### src/rtl/fetch_sequencer.sv
// fetch_sequencer: instruction-fetch controller sitting upstream of the 8-bit PC
// register. It reads the PC, runs the memory-read handshake, latches the returned
// word for the decoder and pulses pc_inc / pc_write_en once per fetched instruction.
// Optional build macro FETCH_TIMEOUT_EN: bounds WAIT to MAX_WAIT not-ready cycles
// and raises a sticky bus_error; without it bus_error is tied low.
module fetch_sequencer #(
  parameter int ADDR_W   = 8,
  parameter int INSTR_W  = 16,
  parameter int MAX_WAIT = 15
) (
  input  logic               clk,
  input  logic               reset,
  input  logic               run,
  input  logic               halt,
  input  logic [ADDR_W-1:0]  pc_value,
  output logic               pc_inc,
  output logic               pc_write_en,
  output logic [ADDR_W-1:0]  pc_datain,
  output logic               mem_rd,
  output logic [ADDR_W-1:0]  mem_addr,
  input  logic               mem_ready,
  input  logic [INSTR_W-1:0] mem_rdata,
  output logic [INSTR_W-1:0] instr,
  output logic               instr_valid,
  input  logic               instr_ack,
  input  logic               branch_req,
  input  logic [ADDR_W-1:0]  branch_target,
  output logic               bus_error
);

  typedef enum logic [2:0] {
    IDLE   = 3'd0,
    REQ    = 3'd1,
    WAIT   = 3'd2,
    HOLD   = 3'd3,
    BRANCH = 3'd4
  } state_t;

  state_t state;
  // halt arrived together with a branch: stop after the branch target instruction.
  logic   halt_pending;
  // the branch being taken belongs to that target instruction: stop once it loads.
  logic   branch_stop;
  // stopped by halt: stay in IDLE until run has been seen low.
  logic   halted;

`ifdef FETCH_TIMEOUT_EN
  localparam int CNT_W = $clog2(MAX_WAIT + 1);
  logic [CNT_W-1:0] wait_cnt;
`else
  assign bus_error = 1'b0;
`endif

  // Sequencer state, handshake outputs and PC controls, all registered.
  // NOTE: every register here uses <= so all reads see pre-edge values; mixing in
  // blocking assignments would make the result depend on statement order.
  always_ff @(posedge clk) begin
    if (reset) begin
      state        <= IDLE;
      pc_inc       <= 1'b0;
      pc_write_en  <= 1'b0;
      pc_datain    <= '0;
      mem_rd       <= 1'b0;
      mem_addr     <= '0;
      instr        <= '0;
      instr_valid  <= 1'b0;
      halt_pending <= 1'b0;
      branch_stop  <= 1'b0;
      halted       <= 1'b0;
`ifdef FETCH_TIMEOUT_EN
      bus_error    <= 1'b0;
      wait_cnt     <= '0;
`endif
    end else begin
      // PC controls are single-cycle pulses unless a state re-asserts them.
      pc_inc      <= 1'b0;
      pc_write_en <= 1'b0;
      case (state)
        IDLE: begin
          if (!run) begin
            halted <= 1'b0;
          end else if (!bus_error && !halted) begin
            state <= REQ;
          end
        end
        REQ: begin
          mem_addr <= pc_value;
          mem_rd   <= 1'b1;
          state    <= WAIT;
`ifdef FETCH_TIMEOUT_EN
          wait_cnt <= '0;
`endif
        end
        WAIT: begin
          if (mem_ready) begin
            instr       <= mem_rdata;
            instr_valid <= 1'b1;
            mem_rd      <= 1'b0;
            pc_inc      <= 1'b1;
            state       <= HOLD;
          end
`ifdef FETCH_TIMEOUT_EN
          else if (wait_cnt == CNT_W'(MAX_WAIT - 1)) begin
            bus_error <= 1'b1;
            mem_rd    <= 1'b0;
            state     <= IDLE;
          end else begin
            wait_cnt <= wait_cnt + 1'b1;
          end
`endif
        end
        HOLD: begin
          if (instr_ack) begin
            instr_valid <= 1'b0;
            if (branch_req) begin
              pc_datain    <= branch_target;
              pc_write_en  <= 1'b1;
              branch_stop  <= halt_pending;
              halt_pending <= halt && !halt_pending;
              state        <= BRANCH;
            end else if (halt || halt_pending || !run) begin
              halted       <= halt || halt_pending;
              halt_pending <= 1'b0;
              state        <= IDLE;
            end else begin
              state <= REQ;
            end
          end
        end
        BRANCH: begin
          if (branch_stop) begin
            branch_stop <= 1'b0;
            halted      <= 1'b1;
            state       <= IDLE;
          end else begin
            state <= REQ;
          end
        end
        default: state <= IDLE;
      endcase
    end
  end

endmodule

### config.mk
export PLATFORM = sky130hd
export DESIGN_NAME = fetch_sequencer
export DESIGN_NICKNAME = d
export VERILOG_FILES = /design/src/rtl/fetch_sequencer.sv
export SDC_FILE = /design/constraint.sdc
export NUM_CORES = 1
export LEC_CHECK = 0
export BUFFER_PORTS_ARGS = -buffer_cell sky130_fd_sc_hd__buf_4
export CAP_MARGIN = 0
export CORE_ASPECT_RATIO = 0.75
export CORE_MARGIN = 1.5
export CORE_UTILIZATION = 46
export DETAILED_ROUTE_END_ITERATION = 10
export HOLD_SLACK_MARGIN = 0.15
export PLACE_DENSITY = 0.89
export SYNTH_ARGS = -nofsm -noshare
export SYNTH_HDL_FRONTEND = slang
export SYNTH_SLANG_ARGS = --single-unit
### constraint.sdc
create_clock -name clk -period 1.7 [get_ports clk]
set_clock_uncertainty 0.1 [all_clocks]
set_input_delay 0.085 -clock clk [delete_from_list [all_inputs] [get_ports clk]]
set_output_delay 0.085 -clock clk [all_outputs]
set_load 0.005 [all_outputs]
After elaboration in Yosys (flattened, before gate mapping). Cells that the tools add are included.

Output and inout port bits: 37. RAM bits: 0. Bits of input ports: 39. Flip-flop bits (word level): 42. Bits in latches: 0. ROM bits: 0. Word-level logic and storage cells: 74. Memories: 0.

Magnitude comparators: 0. $mul: 0. Shift operators: 0. Div/mod/pow operators: 0. Reduce and logical (&&, ||, !) cells: 21. Bitwise operators: 3. Muxes and demuxes: 26. Add/sub/neg operators: 0. Eq/ne operators: 13.

Operators by type and width (count): 2-bit inequality test (second input constant) (9); 1-bit two-way mux (16); 3-bit two-way mux (5); 3-bit one-hot mux with 5 select lines (1); 3-bit AND reduction (4); 2-bit nonzero test (4); 3-bit by 2-bit equality test with 1-bit output (second input constant) (2); 1-bit one-hot mux with 2 select lines (3); 6-bit AND reduction (1); 2-bit AND reduction (2); 4-bit AND reduction (1); 3-bit by 1-bit equality test with 1-bit output (second input constant) (1); 3-bit equality test (second input constant) (1); 3-bit logical NOT (1); 1-bit NOT (3); 1-bit one-hot mux with 3 select lines (1); 3-bit nonzero test (1); 3-bit OR reduction (1); 1-bit logical NOT (2); 1-bit logical OR (2); 2-bit OR reduction (1); 1-bit logical AND (1).

Depth between registers and ports, before layout. Gate-level depths: netlist (run 1).

Word-level depth: 6. Gate-level depth with buffers: 7. Mapped depth without buffers: 4.

Least setup slack after synthesis (run 1). OpenSTA, ideal clock, no wires.

Path type: register to register. Start: reg state[2]. End: reg halted. Arrival: 1276 ps. Clock period less this slack: 1497 ps. Library setup time: 121 ps. Path buffers: 1. Stages on the path, launching flop included: 6. Setup slack: 203 ps. Cell sequence: dfxtp_1 buf_6 and3b_2 a21oi_1 a221oi_2 mux2_4.

Cells in the longest elaborated chain, start to end: 3.

RTL lines: start, declared (line 39) `state_t state;`; start signal, assigned (line 59) `state <= IDLE;`; start signal, assigned (line 83) `state <= REQ;`; start signal, assigned (line 89) `state <= WAIT;`; 3-bit by 2-bit equality test with 1-bit output, or another cell as far along (line 78) `case (state)`; 2-bit inequality test (no line) or 3-bit nonzero test (tied branches); 6-bit AND reduction (no line); end signal, assigned (line 122) `halted <= halt || halt_pending;`; end, declared (line 45) `logic halted;`.

Parallel ways exist; a longest one is shown, timed or not. A chain may end at the register's enable or synchronous reset.

Worst setup path in the final report (run 1).
Start: in branch_req. End: reg halt_pending.

Cells in the longest elaborated chain, start to end: 2.

RTL lines: start, declared (line 26) `input logic branch_req,`; 2-bit nonzero test (no line); 3-bit AND reduction (no line); end signal, assigned (line 119) `halt_pending <= halt && !halt_pending;`; end, declared (line 41) `logic halt_pending;`.

Parallel ways exist; a longest one is shown, timed or not.

==> results of run 1 <==
==> worst min-delay path, stage by stage <==
cell and delay [ps]:
buf_4 100, and3b_1 170, o21ai_0 80, nor2_1 80
==> kinds of logic after synthesis <==
logic type / count (synthesis) / share of synthesized area [%]
multiplexers: 20 / 12.3
AND/OR/NAND/NOR: 74 / 20.3
AO/OA/AOI/OAI: 29 / 10.1
flip-flops: 42 / 50.5
other: 1 / 0.225
buffers and inverters: 14 / 6.54
==> worst min path at each step <==
stage                      from                   endpoint  slack [ps]
2_1_floorplan      mem_rdata[0]      instr[0]$_SDFFE_PP0P_         120
3_3_place_gp   branch_target[6]  pc_datain[6]$_SDFFE_PP0P_         210
3_5_place_dp   branch_target[5]  pc_datain[5]$_SDFFE_PP0P_         220
4_1_cts               mem_ready   instr_valid$_SDFFE_PP0P_         150
5_1_grt               mem_ready   instr_valid$_SDFFE_PP0P_         180
6_report              mem_ready   instr_valid$_SDFFE_PP0P_         150
==> cells in the final DEF, fill, tap and decap left out, types with 2 or more instances in the layout <==
| cell type | count |
|---|---|
| dlygate4sd3_1 | 37 |
| dfxtp_1 | 42 |
| buf_4 | 77 |
| clkbuf_8 | 6 |
| a21oi_1 | 20 |
| nor2_1 | 22 |
| mux2i_1 | 19 |
| bufinv_16 | 2 |
| or3_1 | 2 |
| o21ai_0 | 4 |
| nand2_1 | 37 |
==> registers in the layout, indices dropped and copies added (netlist names) <==
name	cells
state	3
mem_addr	8
pc_datain	8
mem_rd	1
halted	1
pc_inc	1
instr_valid	1
instr	16
pc_write_en	1
halt_pending	1
branch_stop	1
==> stage by stage <==
| step | total power [uW] | std cells |
|---|---|---|
| after global placement | 1480 | 285 |
| final | 2500 | 330 |
| after CTS | 2510 | 330 |
| after detailed placement | 1490 | 285 |
| after floorplan | 1320 | 180 |
| after global routing | 2610 | 330 |
==> cell usage after synthesis (all sizes together) <==
cell     n  share of area, %
or3      2              0.75
and3     1              0.38
o31ai    1              0.45
mux2     1              0.90
or3b     1              0.53
o32a     1              0.60
a221oi   1              0.90
o21a     1              0.45
nand2b   1              0.38
nor2    22               5.0
a21oi   20               6.0
nand3    1              0.30
o211ai   1              0.45
inv      1              0.23
clkbuf   5               2.3
buf      8               4.0
nand2   38               8.7
dfxtp   42                51
nor3b    2              0.90
nor2b    2               1.2
nand3b   1              0.68
mux2i   19                11
nor4     1              0.38
and3b    2               1.1
o21ai    4               1.2
conb     1              0.23
==> metal layers <==
metal	routed length [um]	share of wire, %
met5	0	0
met4	43	0.97
met3	349	7.9
met2	2070	47
met1	1970	44
==> report_power, final <==
group | switching, uW | leakage (uW) | total, uW | internal, uW
combinational | 186 | 0.000842 | 455 | 269
sequential | 45.2 | 0.000341 | 1090 | 1040
clock | 329 | 0.0000714 | 956 | 626
==> final cells by class <==
cell class                      count  share of cell area (%)
Sequential cell                    42                    30.9
Timing Repair Buffer              115                    35.5
Tap cell                           40                    1.84
Clock buffer                        6                    3.03
Clock inverter                      2                    2.20
Inverter                            1                   0.138
Multi-Input combinational cell    124                    26.4
==> repair_timing <==
item,CTS,global route
endpoints found under the hold margin,40,0
hold buffers,37,0
gates resized for setup,0,0
==> reports/qor.txt, run 1 <==
CP dominant cell by count: dlygate4sd3_1
Starting Density: 49.3%
Row cnt: 18
Diodes inserted: 0
Setup WS post-layout: 50.0 ps
Met2 GRT Util: 38.7%
GRT Max-Usage Layer: met2
# clock sinks: 42
Num ports: 76
Period utilization: 97.1%
Global route overflow: 0
Post-DP Area: 2210 um^2
WP depth: 6
Sequential area share after synthesis: 50.5%
Top achievable clock speed: 606 MHz
Max-cap violations: 0
CP top delay family: buffers and inverters
Num CTS Buffers: 5
Total GRT Usage: 23.1%
Largest net degree at the start of global routing: 45
# fillers: 219
CP Max Fanout: 4
Final setup viols: 0
CP peak stage delay: 540 ps
Critical path capture point type: flop
Leakage: 0.00125 uW
Post-synth net total: 219
Post-synthesis cell type count: 32
DIE HEIGHT: 55.1 um
Pre-CTS WS: 95.1 ps
Min Tclk post-route: 1650 ps
TNS Setup: 0 ps
RSZ-0062 raised after global routing: no
DR vias: 1615
Max clock buf depth: 2
GPL Wtd Cong: 0.852
Clock slew at reported path FFs: 80 ps
Design Area, Final: 2730 um^2
IO Port Bufs: 74
Final hold slack: 152 ps
Post-Syn Area: 1660 um^2
# DRC: 0
Clk_lat worst skew: 290 ps
HPWL Detailed: 2.74 mm
H-Tree Depth: 2
Post-CTS Setup Inserts: 0
Reg2reg start: state[0]$_SDFFE_PP0P_
Mapped Cells: 180
Net count, final: 328
Clock root buffer: clkbuf_8
Met1 usage: 28.4%
Post-layout util: 80.7%
Type of the most critical hold path: input port to flop
Yosys warning total: 0
FF/Latch Area: 841 um^2
Critical Path RT: 1820 ps
CP arrival: 1770 ps
CTS tree: done
Number of hold violations in the final report: 0
Maximum VDD drop: 0.662 mV
Initial DRC count: 75
Crit Path Category: input port to flop
Post-route ant nets: 0
Vias in the first global route: 1491
Synthesis-to-finish area growth: 63.8%
Met3 usage: 7.61%
Crit-path cells: dlygate4sd3_1 > buf_4 > nand2_1 > dlygate4sd3_1 > or3_1 > a21oi_1
R2R Path End: halted$_SDFFE_PP0P_
CP Capture Point: halt_pending$_SDFFE_PP0P_
Wire per inst: 13.4 um
Critical Path Slowest Stage Cell: dlygate4sd3_1
Syn avg cell area: 9.24 um^2
Pwr/cell area: 917 nW/um^2
Yosys reg bits: 42
Area occupied by multi-input gates: 719 um^2
Via density: 4.89
Routed WL: 4.43 mm
Die X: 72.5 um
Share of cells above drive strength 1: 32.1%
Reg2Reg Depth: 4
Crit start category: input port
Initial antenna violation count: 0
Fin. max-slew vios: 0
Die area: 3990 um^2
Status: completed
DR pass1 iterations: 4
Hold Crit Depth: 4
Flop2flop setup slack: 80 ps
Core area: 3380 um^2
Buf/Inv on CP: 3
Global-route wire length before repair: 6.84 mm
Critical Path Source: branch_req
(Power assumes the default switching activity.)
==> run 2, diff against run 1 <==
--- a/config.mk
+++ b/config.mk
@@ -9,10 +9,10 @@
 export CAP_MARGIN = 0
 export CORE_ASPECT_RATIO = 0.75
 export CORE_MARGIN = 1.5
-export CORE_UTILIZATION = 46
+export CORE_UTILIZATION = 49
 export DETAILED_ROUTE_END_ITERATION = 10
 export HOLD_SLACK_MARGIN = 0.15
-export PLACE_DENSITY = 0.89
+export PLACE_DENSITY = 0.9
 export SYNTH_ARGS = -nofsm -noshare
 export SYNTH_HDL_FRONTEND = slang
 export SYNTH_SLANG_ARGS = --single-unit
==> constraint.sdc (replaced) <==
create_clock -name clk -period 2 [get_ports clk]
set_clock_uncertainty 0.1 [all_clocks]
set_input_delay 0.1 -clock clk [delete_from_list [all_inputs] [get_ports clk]]
set_output_delay 0.1 -clock clk [all_outputs]
set_load 0.005 [all_outputs]
==> run 2 against run 1 <==
Net effect:
- wire length up 29%
- sequential power down 14%
- register-to-register slack worse by 40 ps
- sequential share of layout area down 0.071 points
- total power down 22%
- count of clock-buffer cells in the layout unchanged
- critical endpoint is now mem_addr[7]$_SDFFE_PP0P_
==> reports/qor.txt, run 2 (synthesized netlist as in run 1, its figures left out) <==
Largest regs: instr: 16 flops, mem_addr: 8 flops, pc_datain: 8 flops (unchanged)
Net Sw Frac: 27.0% (was 22.4%)
HPWL Detailed: 2.59 mm (was 2.74 mm)
Num CTS Buffers: 5 (unchanged)
Core area: 3270 um^2 (was 3380 um^2)
Routed WL: 5.74 mm (was 4.43 mm)
Clock root buffer: clkbuf_8 (unchanged)
Global route overflow: 0 (unchanged)
Critical path capture point type: flop (unchanged)
IO Port Bufs: 74 (unchanged)
Leakage: 0.00127 uW (was 0.00125 uW)
Share of cells above drive strength 1: 32.3% (was 32.1%)
Type of the most critical hold path: input port to flop (unchanged)
Fin. max-slew vios: 0 (unchanged)
Pwr/cell area: 707 nW/um^2 (was 917 nW/um^2)
Wire per inst: 17.0 um (was 13.4 um)
Max-cap violations: 0 (unchanged)
Sequential share of power: 48.1% (was 43.5%)
# DRC: 0 (unchanged)
Crit Path Category: flop to flop (was input port to flop)
Int Power: 1420 uW (was 1940 uW)
Final hold slack: 198 ps (was 152 ps)
Number of hold violations in the final report: 0 (unchanged)
Period utilization: 97.8%
CP peak stage delay: 580 ps (was 540 ps)
GPL Wtd Cong: 0.833 (was 0.852)
Critical Path RT: 2100 ps (was 1820 ps)
Max reg flops: 16 (unchanged)
Maximum VDD drop: 0.669 mV (was 0.662 mV)
Critical Path Slowest Stage Cell: dlygate4sd3_1 (unchanged)
Net Sw Power: 524 uW (was 561 uW)
Top achievable clock speed: 511 MHz
CP Max Fanout: 9 (was 4)
Crit start category: flop (was input port)
Global-route wire length before repair: 8.42 mm (was 6.84 mm)
Diodes inserted: 0 (unchanged)
Vias in the first global route: 1697 (was 1491)
Synthesis-to-finish area growth: 65.1% (was 63.8%)
H-Tree Depth: 2 (unchanged)
CTS tree: done (unchanged)
Max clock buf depth: 2 (unchanged)
Buf/Inv on CP: 2 (was 3)
CP top delay family: buffers and inverters (unchanged)
Num ports: 76 (unchanged)
Commonest non-fill, non-tap cell in the layout: buf_4 (unchanged)
Crit-path cells: nor3b_2 > buf_6 > mux2i_2 > nor2_1 > dlygate4sd3_1 (was dlygate4sd3_1 > buf_4 > nand2_1 > dlygate4sd3_1 > or3_1 > a21oi_1)
Comb power frac: 22.4% (was 18.2%)
Design Area, Final: 2750 um^2 (was 2730 um^2)
Initial antenna violation count: 0 (unchanged)
Total GRT Usage: 30.5% (was 23.1%)
Post-CTS Setup Inserts: 0 (unchanged)
DIE HEIGHT: 53.5 um (was 55.1 um)
Status: completed (unchanged)
Final setup viols: 0 (unchanged)
Initial DRC count: 103 (was 75)
Via density: 5.25 (was 4.89)
DR vias: 1768 (was 1615)
# clock sinks: 42 (unchanged)
Starting Density: 51.0% (was 49.3%)
CP arrival: 2050 ps (was 1770 ps)
Post-DP Area: 2200 um^2 (was 2210 um^2)
Post-route ant nets: 0 (unchanged)
Net count, final: 335 (was 328)
Min Tclk post-route: 1960 ps
DR pass1 iterations: 4 (unchanged)
Row cnt: 18 (unchanged)
Clock slew at reported path FFs: 80 ps (about the same)
Clock share of power: 29.5% (was 38.3%)
Clk_lat worst skew: 300 ps (was 290 ps)
Most frequent cells in the layout: 77 x buf_4, 44 x dlygate4sd3_1, 40 x dfxtp_1, 37 x nand2_1, 22 x nor2_1 (was 77 x buf_4, 42 x dfxtp_1, 37 x nand2_1, 37 x dlygate4sd3_1, 22 x nor2_1)
Biggest register: instr (unchanged)
Largest net degree at the start of global routing: 45 (unchanged)
Die area: 3760 um^2 (was 3990 um^2)
Die X: 70.3 um (was 72.5 um)
run 2: changes by cell type in the layout (fill, tap and decap cells not counted), sizes merged:
cell and change:
dlygate4sd3 +7, clkinv +1, clkinvlp +1, bufinv -2
run 2: per-layer routing:
metal / vias up / track usage (%) / share of wire (%)
met5: - / 0 / 0
met1: 799 / 33.2 / 38
met3: 21 / 10.5 / 9.6
met4: 0 / 15.4 / 3.4
li1: 829 / - / -
met2: 119 / 53.8 / 49
run 2: path summary, 6_finish.rpt:
path                                       startpoint                        to  slack [ps]  cells after the start
worst max-delay path            state[1]$_SDFFE_PP0P_  mem_addr[7]$_SDFFE_PP0P_          40                      5
worst min-delay path                        mem_ready     state[0]$_SDFFE_PP0P_         200                      5
worst max register to register  state[1]$_SDFFE_PP0P_  mem_addr[7]$_SDFFE_PP0P_          40                      5
worst min register to register  instr[9]$_SDFFE_PP0P_     instr[9]$_SDFFE_PP0P_         360                      2
run 2: repair_timing:
| action | CTS | global route |
|---|---|---|
| resized for setup | 0 | 5 |
| endpoints found under the setup margin | 0 | 7 |
| hold buffers | 44 | 0 |
| endpoints found under the hold margin | 40 | 0 |
run 2: final cells by class:
| class | count | area [um^2] |
|---|---|---|
| Clock buffer | 6 | 82.6 |
| Multi-Input combinational cell | 124 | 723 |
| Fill cell | 164 | 518 |
| Timing Repair Buffer | 122 | 1030 |
| Inverter | 1 | 3.75 |
| Clock inverter | 2 | 12.5 |
| Tap cell | 40 | 50.0 |
| Sequential cell | 42 | 846 |
run 2: worst register-to-register path: stages, from the launching register on:
cell and delay (ps):
dfxtp_1 400, nor3b_2 250, buf_6 200, mux2i_2 250, nor2_1 80, dlygate4sd3_1 580
run 2: power groups by stage:
stage	sequential [uW]	combinational (uW)	clock, uW
floorplan	934	191	0
global placement	939	317	0
detailed placement	940	326	0
CTS	922	403	573
global route	938	464	611
finish	933	436	572
run 2: metrics by stage:
stage	util, %	total power (uW)	std cells	setup slack [ps]	setup TNS (ps)
after CTS	83.8	1900	337	49.5	0
after floorplan	-	1120	180	503	0
after detailed placement	67.4	1270	285	336	0
after global placement	67.4	1260	285	423	0
after global routing	84.1	2010	337	-22.8	-23.4
final	84.1	1940	337	44.0	0
==> run 3, diff against run 2 <==
--- a/config.mk
+++ b/config.mk
@@ -13,6 +13,8 @@
 export DETAILED_ROUTE_END_ITERATION = 10
 export HOLD_SLACK_MARGIN = 0.15
 export PLACE_DENSITY = 0.9
+export SETUP_SLACK_MARGIN = 0.05
+export SLEW_MARGIN = 20
 export SYNTH_ARGS = -nofsm -noshare
 export SYNTH_HDL_FRONTEND = slang
 export SYNTH_SLANG_ARGS = --single-unit
==> constraint.sdc (replaced) <==
create_clock -name clk -period 2 [get_ports clk]
set_clock_uncertainty 0.1 [all_clocks]
set_input_delay 0.4 -clock clk [delete_from_list [all_inputs] [get_ports clk]]
set_output_delay 0.4 -clock clk [all_outputs]
set_load 0.005 [all_outputs]
==> run 3 against run 2 <==
Net effect:
- cell area is 16% lower
- critical path depth is 2 lower
- worst hold slack better by 51 ps
- sequential share of layout area is 5.7 points higher
- largest power group unchanged
- wire length is 39% lower
==> reports/qor.txt, run 3 (synthesized netlist as in run 1, its figures left out) <==
H-Tree Depth: 2 (unchanged)
Global route overflow: 0 (unchanged)
Largest regs: instr: 16 flops, mem_addr: 8 flops, pc_datain: 8 flops (unchanged)
Biggest register: instr (unchanged)
Synthesis-to-finish area growth: 38.6% (was 65.1%)
Number of hold violations in the final report: 0 (unchanged)
Die area: 3760 um^2 (unchanged)
Routed WL: 3.48 mm (was 5.74 mm)
Global-route wire length before repair: 5.24 mm (was 8.42 mm)
Vias in the first global route: 1248 (was 1697)
# clock sinks: 42 (unchanged)
Top achievable clock speed: 605 MHz (was 511 MHz)
DIE HEIGHT: 53.5 um (unchanged)
Buf/Inv on CP: 0 (was 2)
Pwr/cell area: 816 nW/um^2 (was 707 nW/um^2)
Status: completed (unchanged)
Post-route ant nets: 0 (unchanged)
CTS tree: done (unchanged)
CP peak stage delay: 540 ps (was 580 ps)
Critical path capture point type: flop (unchanged)
Maximum VDD drop: 0.605 mV (was 0.669 mV)
HPWL Detailed: 2.51 mm (was 2.59 mm)
DR vias: 1454 (was 1768)
Die X: 70.3 um (unchanged)
Most frequent cells in the layout: 78 x buf_4, 42 x dfxtp_1, 37 x nand2_1, 22 x nor2_1, 20 x a21oi_1 (was 77 x buf_4, 44 x dlygate4sd3_1, 40 x dfxtp_1, 37 x nand2_1, 22 x nor2_1)
CP top delay family: flip-flops (was buffers and inverters)
Total GRT Usage: 18.1% (was 30.5%)
CP arrival: 1720 ps (was 2050 ps)
GPL Wtd Cong: 0.764 (was 0.833)
# DRC: 0 (unchanged)
Max reg flops: 16 (unchanged)
Crit start category: flop (unchanged)
HP Start: pc_value[6] (was mem_ready)
Crit Path Category: flop to flop (unchanged)
# fillers: 257 (was 164)
Critical Path RT: 2070 ps (was 2100 ps)
Largest net degree at the start of global routing: 45 (unchanged)
Initial DRC count: 42 (was 103)
Net count, final: 291 (was 335)
Commonest non-fill, non-tap cell in the layout: buf_4 (unchanged)
Share of cells above drive strength 1: 36.0% (was 32.3%)
Clk_lat worst skew: 280 ps (was 300 ps)
Crit-path cells: and3b_2 > a221oi_2 > mux2_4 (was nor3b_2 > buf_6 > mux2i_2 > nor2_1 > dlygate4sd3_1)
Reg2Reg Depth: 3 (was 5)
Num ports: 76 (unchanged)
Clock root buffer: clkbuf_8 (unchanged)
Clock slew at reported path FFs: 80 ps (about the same)
Type of the most critical hold path: input port to flop (unchanged)
Final setup viols: 0 (unchanged)
FF/Latch Area: 841 um^2 (was 846 um^2)
IO Port Bufs: 74 (unchanged)
Starting Density: 51.0% (unchanged)
Via density: 4.96 (was 5.25)
Min Tclk post-route: 1650 ps (was 1960 ps)
Period utilization: 82.7% (was 97.8%)
Hold_buf cts: 0 (was 44)
Pre-CTS WS: 347 ps (was 336 ps)
DR pass1 iterations: 4 (unchanged)
Core area: 3270 um^2 (unchanged)
Num CTS Buffers: 5 (unchanged)
Row cnt: 18 (unchanged)
R2R Path End: halted$_SDFFE_PP0P_ (was mem_addr[7]$_SDFFE_PP0P_)
Reg2reg start: state[2]$_SDFFE_PP0P_ (was state[1]$_SDFFE_PP0P_)
Fin. max-slew vios: 0 (unchanged)
Area occupied by multi-input gates: 719 um^2 (was 723 um^2)
Worst Hold Path EP: mem_addr[6]$_SDFFE_PP0P_ (was state[0]$_SDFFE_PP0P_)
Max clock buf depth: 2 (unchanged)
RSZ-0062 raised after global routing: no
Critical Path Source: state[2]$_SDFFE_PP0P_ (was state[1]$_SDFFE_PP0P_)
Hold Crit Depth: 3 (was 5)
CP Max Fanout: 9 (unchanged)
Gates resized, CTS repair: 0 (unchanged)
Diodes inserted: 0 (unchanged)
Flop2flop setup slack: 350 ps (was 40 ps)
Critical Path Slowest Stage Cell: dfxtp_1 (was dlygate4sd3_1)
Final hold slack: 249 ps (was 198 ps)
Setup WS post-layout: 346 ps (was 44.0 ps)
TNS Setup: 0 ps (unchanged)
Wire per inst: 11.9 um (was 17.0 um)
Initial antenna violation count: 0 (unchanged)
Leakage: 0.00108 uW (was 0.00127 uW)
Max-cap violations: 0 (unchanged)
Post-CTS Setup Inserts: 0 (unchanged)
## run 3: power by group
| group | internal (uW) | switching [uW] | leakage, uW |
|---|---|---|---|
| Combinational | 183 | 140 | 0.000682 |
| Clock | 373 | 262 | 0.0000524 |
| Sequential | 886 | 36.5 | 0.000341 |
| Total | 1440 | 439 | 0.00108 |
## run 3: metrics by stage
step	std cells	total power (uW)	utilization (%)	cell area, um^2
6_report	293	1880	70.6	2310
3_5_place_dp	285	1260	67.4	2200
4_1_cts	293	1900	70.6	2310
3_3_place_gp	285	1260	67.4	2200
2_1_floorplan	180	1120	-	1660
5_1_grt	293	1970	70.6	2310
## run 3: layout make-up
type                    count  area share (%)
flip-flops and latches     42            36.5
multi-input cells         124            31.2
repair buffers             78            25.4
clock buffers               7            3.31
well taps                  40            2.17
clock inverters             1            1.30
inverters                   1           0.163
## run 3: tightest hold or removal path: cells and delay by family
kind,cells,cell delay (ps)
buffers and inverters,1,80
muxes,1,50
and+or+nand+nor,1,70
## run 3: worst max-delay path by stage
stage | to | slack, ps | cells past startpoint
global route | pc_datain[6]$_SDFFE_PP0P_ | 260 | 5
floorplan | halted$_SDFFE_PP0P_ | 500 | 5
CTS | halted$_SDFFE_PP0P_ | 360 | 3
finish | halted$_SDFFE_PP0P_ | 350 | 3
detailed placement | halted$_SDFFE_PP0P_ | 350 | 5
global placement | halted$_SDFFE_PP0P_ | 370 | 5
## run 3: layer usage
| layer | vias up | global-route usage (%) | wire [um] | part of all wire, % |
|---|---|---|---|---|
| li1 | 741 | - | - | - |
| met1 | 653 | 22.7 | 1670 | 48 |
| met2 | 58 | 28.9 | 1510 | 43 |
| met4 | 0 | 7.37 | 19 | 0.55 |
| met5 | - | 0 | 0 | 0 |
| met3 | 2 | 5.90 | 277 | 8.0 |
